$ cat src/rtl/rho_inv_lane_stream_if.sv
// rtl/rho_inv_lane_stream_if.sv - lane stream handshake bundle for rho_inv_lane_stream
// Optional macro RHO_INV_FWD_SEL_EN adds the fwd mode-select signal.
interface rho_inv_lane_stream_if;
  logic        in_valid;
  logic        in_ready;
  logic [63:0] in_lane;
  logic        out_valid;
  logic        out_ready;
  logic [63:0] out_lane;
  logic [4:0]  out_idx;
  logic        out_last;
`ifdef RHO_INV_FWD_SEL_EN
  logic        fwd;

  modport master (
    output in_valid, in_lane, out_ready, fwd,
    input  in_ready, out_valid, out_lane, out_idx, out_last
  );

  modport slave (
    input  in_valid, in_lane, out_ready, fwd,
    output in_ready, out_valid, out_lane, out_idx, out_last
  );
`else
  modport master (
    output in_valid, in_lane, out_ready,
    input  in_ready, out_valid, out_lane, out_idx, out_last
  );

  modport slave (
    input  in_valid, in_lane, out_ready,
    output in_ready, out_valid, out_lane, out_idx, out_last
  );
`endif
endinterface

$ cat src/rtl/rho_inv_lane_stream.sv
// rtl/rho_inv_lane_stream.sv - lane-serial inverse Keccak rho with 2-entry skid buffer
// Optional macro RHO_INV_FWD_SEL_EN adds a per-state forward/inverse mode select.
module rho_inv_lane_stream #(
  parameter int LANE_W    = 64,
  parameter int NUM_LANES = 25
) (
  input  logic                  clk,
  input  logic                  rst_n,
  input  logic                  clr,
  output logic                  busy,
  rho_inv_lane_stream_if.slave  lanes
);

  if (LANE_W != 64) begin : g_bad_lane_w
    $fatal(1, "rho_inv_lane_stream: LANE_W must be 64");
  end
  if (NUM_LANES != 25) begin : g_bad_num_lanes
    $fatal(1, "rho_inv_lane_stream: NUM_LANES must be 25");
  end

  // Rho rotation offset for lane i = 5*y + x.
  function automatic logic [5:0] rho_off(input logic [4:0] i);
    logic [5:0] r;
    case (i)
      5'd0:  r = 6'd0;
      5'd1:  r = 6'd1;
      5'd2:  r = 6'd62;
      5'd3:  r = 6'd28;
      5'd4:  r = 6'd27;
      5'd5:  r = 6'd36;
      5'd6:  r = 6'd44;
      5'd7:  r = 6'd6;
      5'd8:  r = 6'd55;
      5'd9:  r = 6'd20;
      5'd10: r = 6'd3;
      5'd11: r = 6'd10;
      5'd12: r = 6'd43;
      5'd13: r = 6'd25;
      5'd14: r = 6'd39;
      5'd15: r = 6'd41;
      5'd16: r = 6'd45;
      5'd17: r = 6'd15;
      5'd18: r = 6'd21;
      5'd19: r = 6'd8;
      5'd20: r = 6'd18;
      5'd21: r = 6'd2;
      5'd22: r = 6'd61;
      5'd23: r = 6'd56;
      5'd24: r = 6'd14;
      default: r = 6'd0;
    endcase
    return r;
  endfunction

  logic [4:0]   in_cnt;
  logic [1:0]   count;
  logic [63:0]  slot1_lane;
  logic [4:0]   slot1_idx;
  logic         slot1_last;
  logic         push;
  logic         pop;
  logic [5:0]   r_off;
  logic [127:0] dbl;
  logic [127:0] shr;
  logic [63:0]  rot_lane;
`ifdef RHO_INV_FWD_SEL_EN
  logic         fwd_q;
  logic         fwd_mode;
  logic [127:0] shl;
`endif

  assign push = lanes.in_valid & lanes.in_ready;
  assign pop  = lanes.out_valid & lanes.out_ready;
  assign busy = (in_cnt != 5'd0) || (count != 2'd0);

  // Rotate the incoming lane by its offset; doubling the lane turns the
  // rotation into a plain shift of a 128-bit word.
  always_comb begin
    r_off    = rho_off(in_cnt);
    dbl      = {lanes.in_lane, lanes.in_lane};
    shr      = dbl >> r_off;
`ifdef RHO_INV_FWD_SEL_EN
    shl      = dbl << r_off;
    // Lane 0 carries the mode for the state, so use the live value there.
    fwd_mode = (in_cnt == 5'd0) ? lanes.fwd : fwd_q;
    rot_lane = fwd_mode ? shl[127:64] : shr[63:0];
`else
    rot_lane = shr[63:0];
`endif
  end

  // Lane counter and 2-entry buffer; the head entry drives out_* directly so
  // outputs only change on a pop or on a push into an empty buffer.
  always_ff @(posedge clk) begin
    if (!rst_n || clr) begin
      in_cnt          <= 5'd0;
      count           <= 2'd0;
      slot1_lane      <= 64'd0;
      slot1_idx       <= 5'd0;
      slot1_last      <= 1'b0;
      lanes.in_ready  <= 1'b1;
      lanes.out_valid <= 1'b0;
      lanes.out_lane  <= 64'd0;
      lanes.out_idx   <= 5'd0;
      lanes.out_last  <= 1'b0;
`ifdef RHO_INV_FWD_SEL_EN
      fwd_q           <= 1'b0;
`endif
    end else begin
      if (push) begin
        in_cnt <= (in_cnt == 5'd24) ? 5'd0 : in_cnt + 5'd1;
      end
`ifdef RHO_INV_FWD_SEL_EN
      if (push && in_cnt == 5'd0) begin
        fwd_q <= lanes.fwd;
      end
`endif
      case ({push, pop})
        2'b10: begin
          if (count == 2'd0) begin
            lanes.out_lane <= rot_lane;
            lanes.out_idx  <= in_cnt;
            lanes.out_last <= (in_cnt == 5'd24);
          end else begin
            slot1_lane <= rot_lane;
            slot1_idx  <= in_cnt;
            slot1_last <= (in_cnt == 5'd24);
          end
          count           <= count + 2'd1;
          lanes.out_valid <= 1'b1;
          lanes.in_ready  <= (count == 2'd0);
        end
        2'b01: begin
          if (count == 2'd2) begin
            lanes.out_lane <= slot1_lane;
            lanes.out_idx  <= slot1_idx;
            lanes.out_last <= slot1_last;
          end
          count           <= count - 2'd1;
          lanes.out_valid <= (count == 2'd2);
          lanes.in_ready  <= 1'b1;
        end
        2'b11: begin
          // Only reachable with one entry: the new lane replaces the head.
          lanes.out_lane <= rot_lane;
          lanes.out_idx  <= in_cnt;
          lanes.out_last <= (in_cnt == 5'd24);
        end
        default: begin
        end
      endcase
    end
  end

endmodule
$ cat src/flat_wrapper.sv
// flat-port wrapper written by rule: the top's interface ports become plain ports
module rho_inv_lane_stream_flat 
#(
  parameter int LANE_W    = 64,
  parameter int NUM_LANES = 25
)
  (clk, rst_n, clr, busy, lanes_in_valid, lanes_in_lane, lanes_out_ready, lanes_in_ready, lanes_out_valid, lanes_out_lane, lanes_out_idx, lanes_out_last);
  rho_inv_lane_stream_if lanes_i ();
  input  logic clk;
  input  logic rst_n;
  input  logic clr;
  output logic busy;
  input wire logic [$bits(lanes_i.in_valid)-1:0] lanes_in_valid;
  input wire logic [$bits(lanes_i.in_lane)-1:0] lanes_in_lane;
  input wire logic [$bits(lanes_i.out_ready)-1:0] lanes_out_ready;
  output wire logic [$bits(lanes_i.in_ready)-1:0] lanes_in_ready;
  output wire logic [$bits(lanes_i.out_valid)-1:0] lanes_out_valid;
  output wire logic [$bits(lanes_i.out_lane)-1:0] lanes_out_lane;
  output wire logic [$bits(lanes_i.out_idx)-1:0] lanes_out_idx;
  output wire logic [$bits(lanes_i.out_last)-1:0] lanes_out_last;
  assign lanes_i.in_valid = lanes_in_valid;
  assign lanes_i.in_lane = lanes_in_lane;
  assign lanes_i.out_ready = lanes_out_ready;
  assign lanes_in_ready = lanes_i.in_ready;
  assign lanes_out_valid = lanes_i.out_valid;
  assign lanes_out_lane = lanes_i.out_lane;
  assign lanes_out_idx = lanes_i.out_idx;
  assign lanes_out_last = lanes_i.out_last;
  rho_inv_lane_stream #(.LANE_W(LANE_W), .NUM_LANES(NUM_LANES)) u_core (.clk(clk), .rst_n(rst_n), .clr(clr), .busy(busy), .lanes(lanes_i));
endmodule
$ cat config.mk
export PLATFORM = sky130hd
export DESIGN_NAME = rho_inv_lane_stream_flat
export DESIGN_NICKNAME = d
export VERILOG_FILES = /design/src/rtl/rho_inv_lane_stream_if.sv /design/src/rtl/rho_inv_lane_stream.sv /design/src/flat_wrapper.sv
export SDC_FILE = /design/constraint.sdc
export NUM_CORES = 1
export LEC_CHECK = 0
export CAP_MARGIN = 30
export CORE_AREA = 2 2 238 123
export DETAILED_ROUTE_END_ITERATION = 8
export DIE_AREA = 0 0 240 125
export SYNTH_ARGS = -nofsm -noshare
export SYNTH_HDL_FRONTEND = slang
export SYNTH_SLANG_ARGS = --single-unit
$ cat constraint.sdc
create_clock -name clk -period 3.9 [get_ports clk]
set_input_delay 0.975 -clock clk [delete_from_list [all_inputs] [get_ports clk]]
set_output_delay 0.975 -clock clk [all_outputs]
set_load 0.03 [all_outputs]
==> flow_summary.json <==
{
  "gp_congestion": 0.993,
  "cts-buffers-inserted": 17,
  "via_per_inst": 6.50,
  "syn-num-nets": 1342,
  "min_path_type": "reg2reg",
  "ys_async_sr_fraction_pct": 0,
  "routed-via-count": 11300,
  "cts_sinks": 155,
  "drt-total-wl_um": 43100,
  "cp.required_ns": 2.92,
  "grt_pass1_vias": 10100,
  "tightest_slew_ns": 0.808,
  "postCtsSetupBuffers": 0,
  "synthCells": 1263,
  "hold_viol": 0,
  "peakVddDrop_mv": 0.289,
  "timing.hold.ws_ns": 0.455,
  "cts_resized": 0,
  "power_leakage_nw": 4.60,
  "fin_setup_tns_ns": 0,
  "overflow": 0,
  "crit_type": "reg2out",
  "firstDrtPassIters": 6,
  "cp_max_fo": 6,
  "cts_tree": "yes",
  "layout_min_cycle_time_ns": 3.24,
  "synth_warnings": 0,
  "final_cell_mix": "dfxtp_1 (152), clkdlybuf4s50_1 (141), nor3_1 (126)",
  "finClkSkew_ns": 0.0131,
  "h-tree-depth": 4,
  "holdBufCountCts": 0,
  "crit_slowest_cell": "clkdlybuf4s50_1",
  "critical_path_arrival_ns": 2.27,
  "grt_usage_pct": 28.3,
  "ys.flop_type": "dfxtp_1",
  "p_total_w": 0.00478,
  "rsz0062_at_grt": "false",
  "ys_ff_latch": 155,
  "synth_edf_count": 0,
  "initial_core_util_pct": 39.2,
  "grt_most_used_layer": "met1",
  "grt_pass1_wl_um": 64300,
  "power_density_nw_per_um2": 353,
  "cts.clk_slew.worst_paths_ns": 0.06,
  "dieWidth_um": 240,
  "layout_commonest_cell": "dfxtp_1",
  "met2_usage_pct": 37.0,
  "cap_viol_max_count": 0,
  "grt_use_met3_pct": 7.82,
  "dieArea_sq_um": 30000,
  "seq_area_frac_synth_pct": 28.1,
  "finalSetupViolations": 0,
  "fin_crit_sh_pct": 83.1,
  "relSlewSlack_pct": 46.0,
  "core-area_sq_um": 28200,
  "antenna_found_initial": 0,
  "crit_path_cell_trace": "inv_1 -> ha_1 -> nor4b_1 -> nand2_1 -> clkdlybuf4s50_1",
  "die_h_um": 125,
  "post_drt_wl_per_cell_um": 24.7,
  "end_kind": "output pin",
  "drive_gt1_share_pct": 14.4,
  "clockBufferDepth": 2,
  "crit_path_start_kind": "register",
  "io_buffers": 141,
  "slowest_delay_ns": 0.67,
  "netlist_area_sq_um": 11000,
  "status": "finished, final reports clean",
  "syn_area_per_cell_sq_um": 8.74,
  "area_delta_synth_final_pct": 22.7,
  "worstSkewPairLatency_ns": 0.44,
  "synth_cell_types": 57,
  "fmax_mhz": 309,
  "detail_route.iter0.violations": 1564,
  "ant_nets": 0,
  "grt_start_max_net_pins": 132,
  "core.rowCount": 44,
  "dp_hpwl_um": 31200,
  "drc_errors": 0,
  "drv_slew": 0,
  "pin_count": 142,
  "fin_nets": 1418,
  "n_antenna_cell": 0,
  "use_met1_pct": 45.2,
  "cts_root_buffer": "clkbuf_16"
}
[worst max-delay path: cells and delay by family (launching register included)]
| family | cells | cell delay [ns] |
|---|---|---|
| buffers and inverters | 2 | 0.82 |
| DFF | 1 | 0.49 |
| and+or+nand+nor | 2 | 0.27 |
| adders and majority gates | 1 | 0.25 |
[state kept, by name, indices dropped and copies added (netlist names)]
signal                  flops
u_core.slot1_last           1
u_core.lanes.in_ready       1
u_core.lanes.out_last       1
u_core.slot1_lane          64
u_core.lanes.out_idx        5
u_core.lanes.out_lane      64
u_core.in_cnt               5
u_core.slot1_idx            5
u_core.r_off                6
u_core.lanes.out_valid      1
u_core.count                2
[kinds of logic (layout without fill, tap and decap cells)]
logic type / count (synthesis) / count (layout) / synth area share, %
AO/OA/AOI/OAI: 362 / 362 / 22.1
XOR/XNOR: 3 / 3 / 0.238
adder cells (fa/ha/maj): 10 / 10 / 1.13
buffers and inverters: 139 / 227 / 6.00
flip-flops: 155 / 155 / 28.1
multiplexers: 148 / 148 / 22.5
AND/OR/NAND/NOR: 446 / 446 / 19.9
[power breakdown]
part           switching [W]  internal [W]
Clock               0.000698       0.00109
Combinational       0.000795      0.000470
Sequential         0.0000664       0.00166
[worst paths after layout]
kind                       start                  endpoint  slack, ns  cells past startpoint
min          u_core.slot1_idx[3]       u_core.slot1_idx[3]       0.45                      2
min reg2reg  u_core.slot1_idx[3]       u_core.slot1_idx[3]       0.45                      2
max             u_core.in_cnt[0]                      busy       0.66                      5
max reg2reg      u_core.r_off[0]  u_core.lanes.out_lane[4]       0.85                      7
[area by class of cell]
class,instances,area (sq um)
Fill cell,2718,14600
Clock buffer,21,492
Tap cell,391,489
Clock inverter,10,136
Inverter,9,33.8
Sequential cell,155,3110
Timing Repair Buffer,187,1940
Multi-Input combinational cell,969,7340
[per-layer routing]
metal	wire length (um)	share of wire, %
met5	0	0
met3	5580	13
met2	17000	40
met4	560	1.3
met1	19900	46
[cell usage after synthesis (3+ instances only)]
| library cell | number | share of area, % |
|---|---|---|
| dfxtp_1 | 155 | 28 |
| nor3_1 | 126 | 5.7 |
| a22oi_1 | 112 | 7.6 |
| clkbuf_1 | 90 | 3.1 |
| a21oi_1 | 80 | 3.6 |
| nor2_1 | 78 | 2.7 |
| o21ai_0 | 73 | 3.3 |
| nand3_1 | 72 | 3.3 |
| mux4_2 | 69 | 14 |
| nand2_1 | 66 | 2.2 |
| o221ai_1 | 65 | 5.2 |
| or3_1 | 63 | 3.6 |
| mux2i_1 | 58 | 5.3 |
| buf_2 | 21 | 0.95 |
| nand2_2 | 15 | 0.85 |
| a211oi_1 | 10 | 0.68 |
| ha_1 | 10 | 1.1 |
| mux2i_2 | 10 | 1.2 |
| inv_1 | 8 | 0.27 |
| buf_6 | 6 | 0.61 |
| nor2b_1 | 6 | 0.34 |
| buf_1 | 5 | 0.17 |
| nand2b_1 | 5 | 0.28 |
| buf_4 | 4 | 0.27 |
| mux2_2 | 4 | 0.41 |
| mux2i_4 | 4 | 0.82 |
| nand3b_1 | 4 | 0.27 |
| o21a_1 | 4 | 0.27 |
| and2_1 | 3 | 0.17 |
| buf_12 | 3 | 0.54 |
| mux4_1 | 3 | 0.71 |
[metrics by stage]
stage,setup slack (ns),std cells,area [sq um],util [%]
6_report,0.659,1742,13500,48.0
5_1_grt,0.569,1742,13500,48.0
4_1_cts,0.673,1742,13500,48.0
3_5_place_dp,0.334,1711,12900,45.8
3_3_place_gp,0.361,1710,12900,45.7
2_1_floorplan,0.613,1263,11000,-
Power figures use the tool's default switching activity.
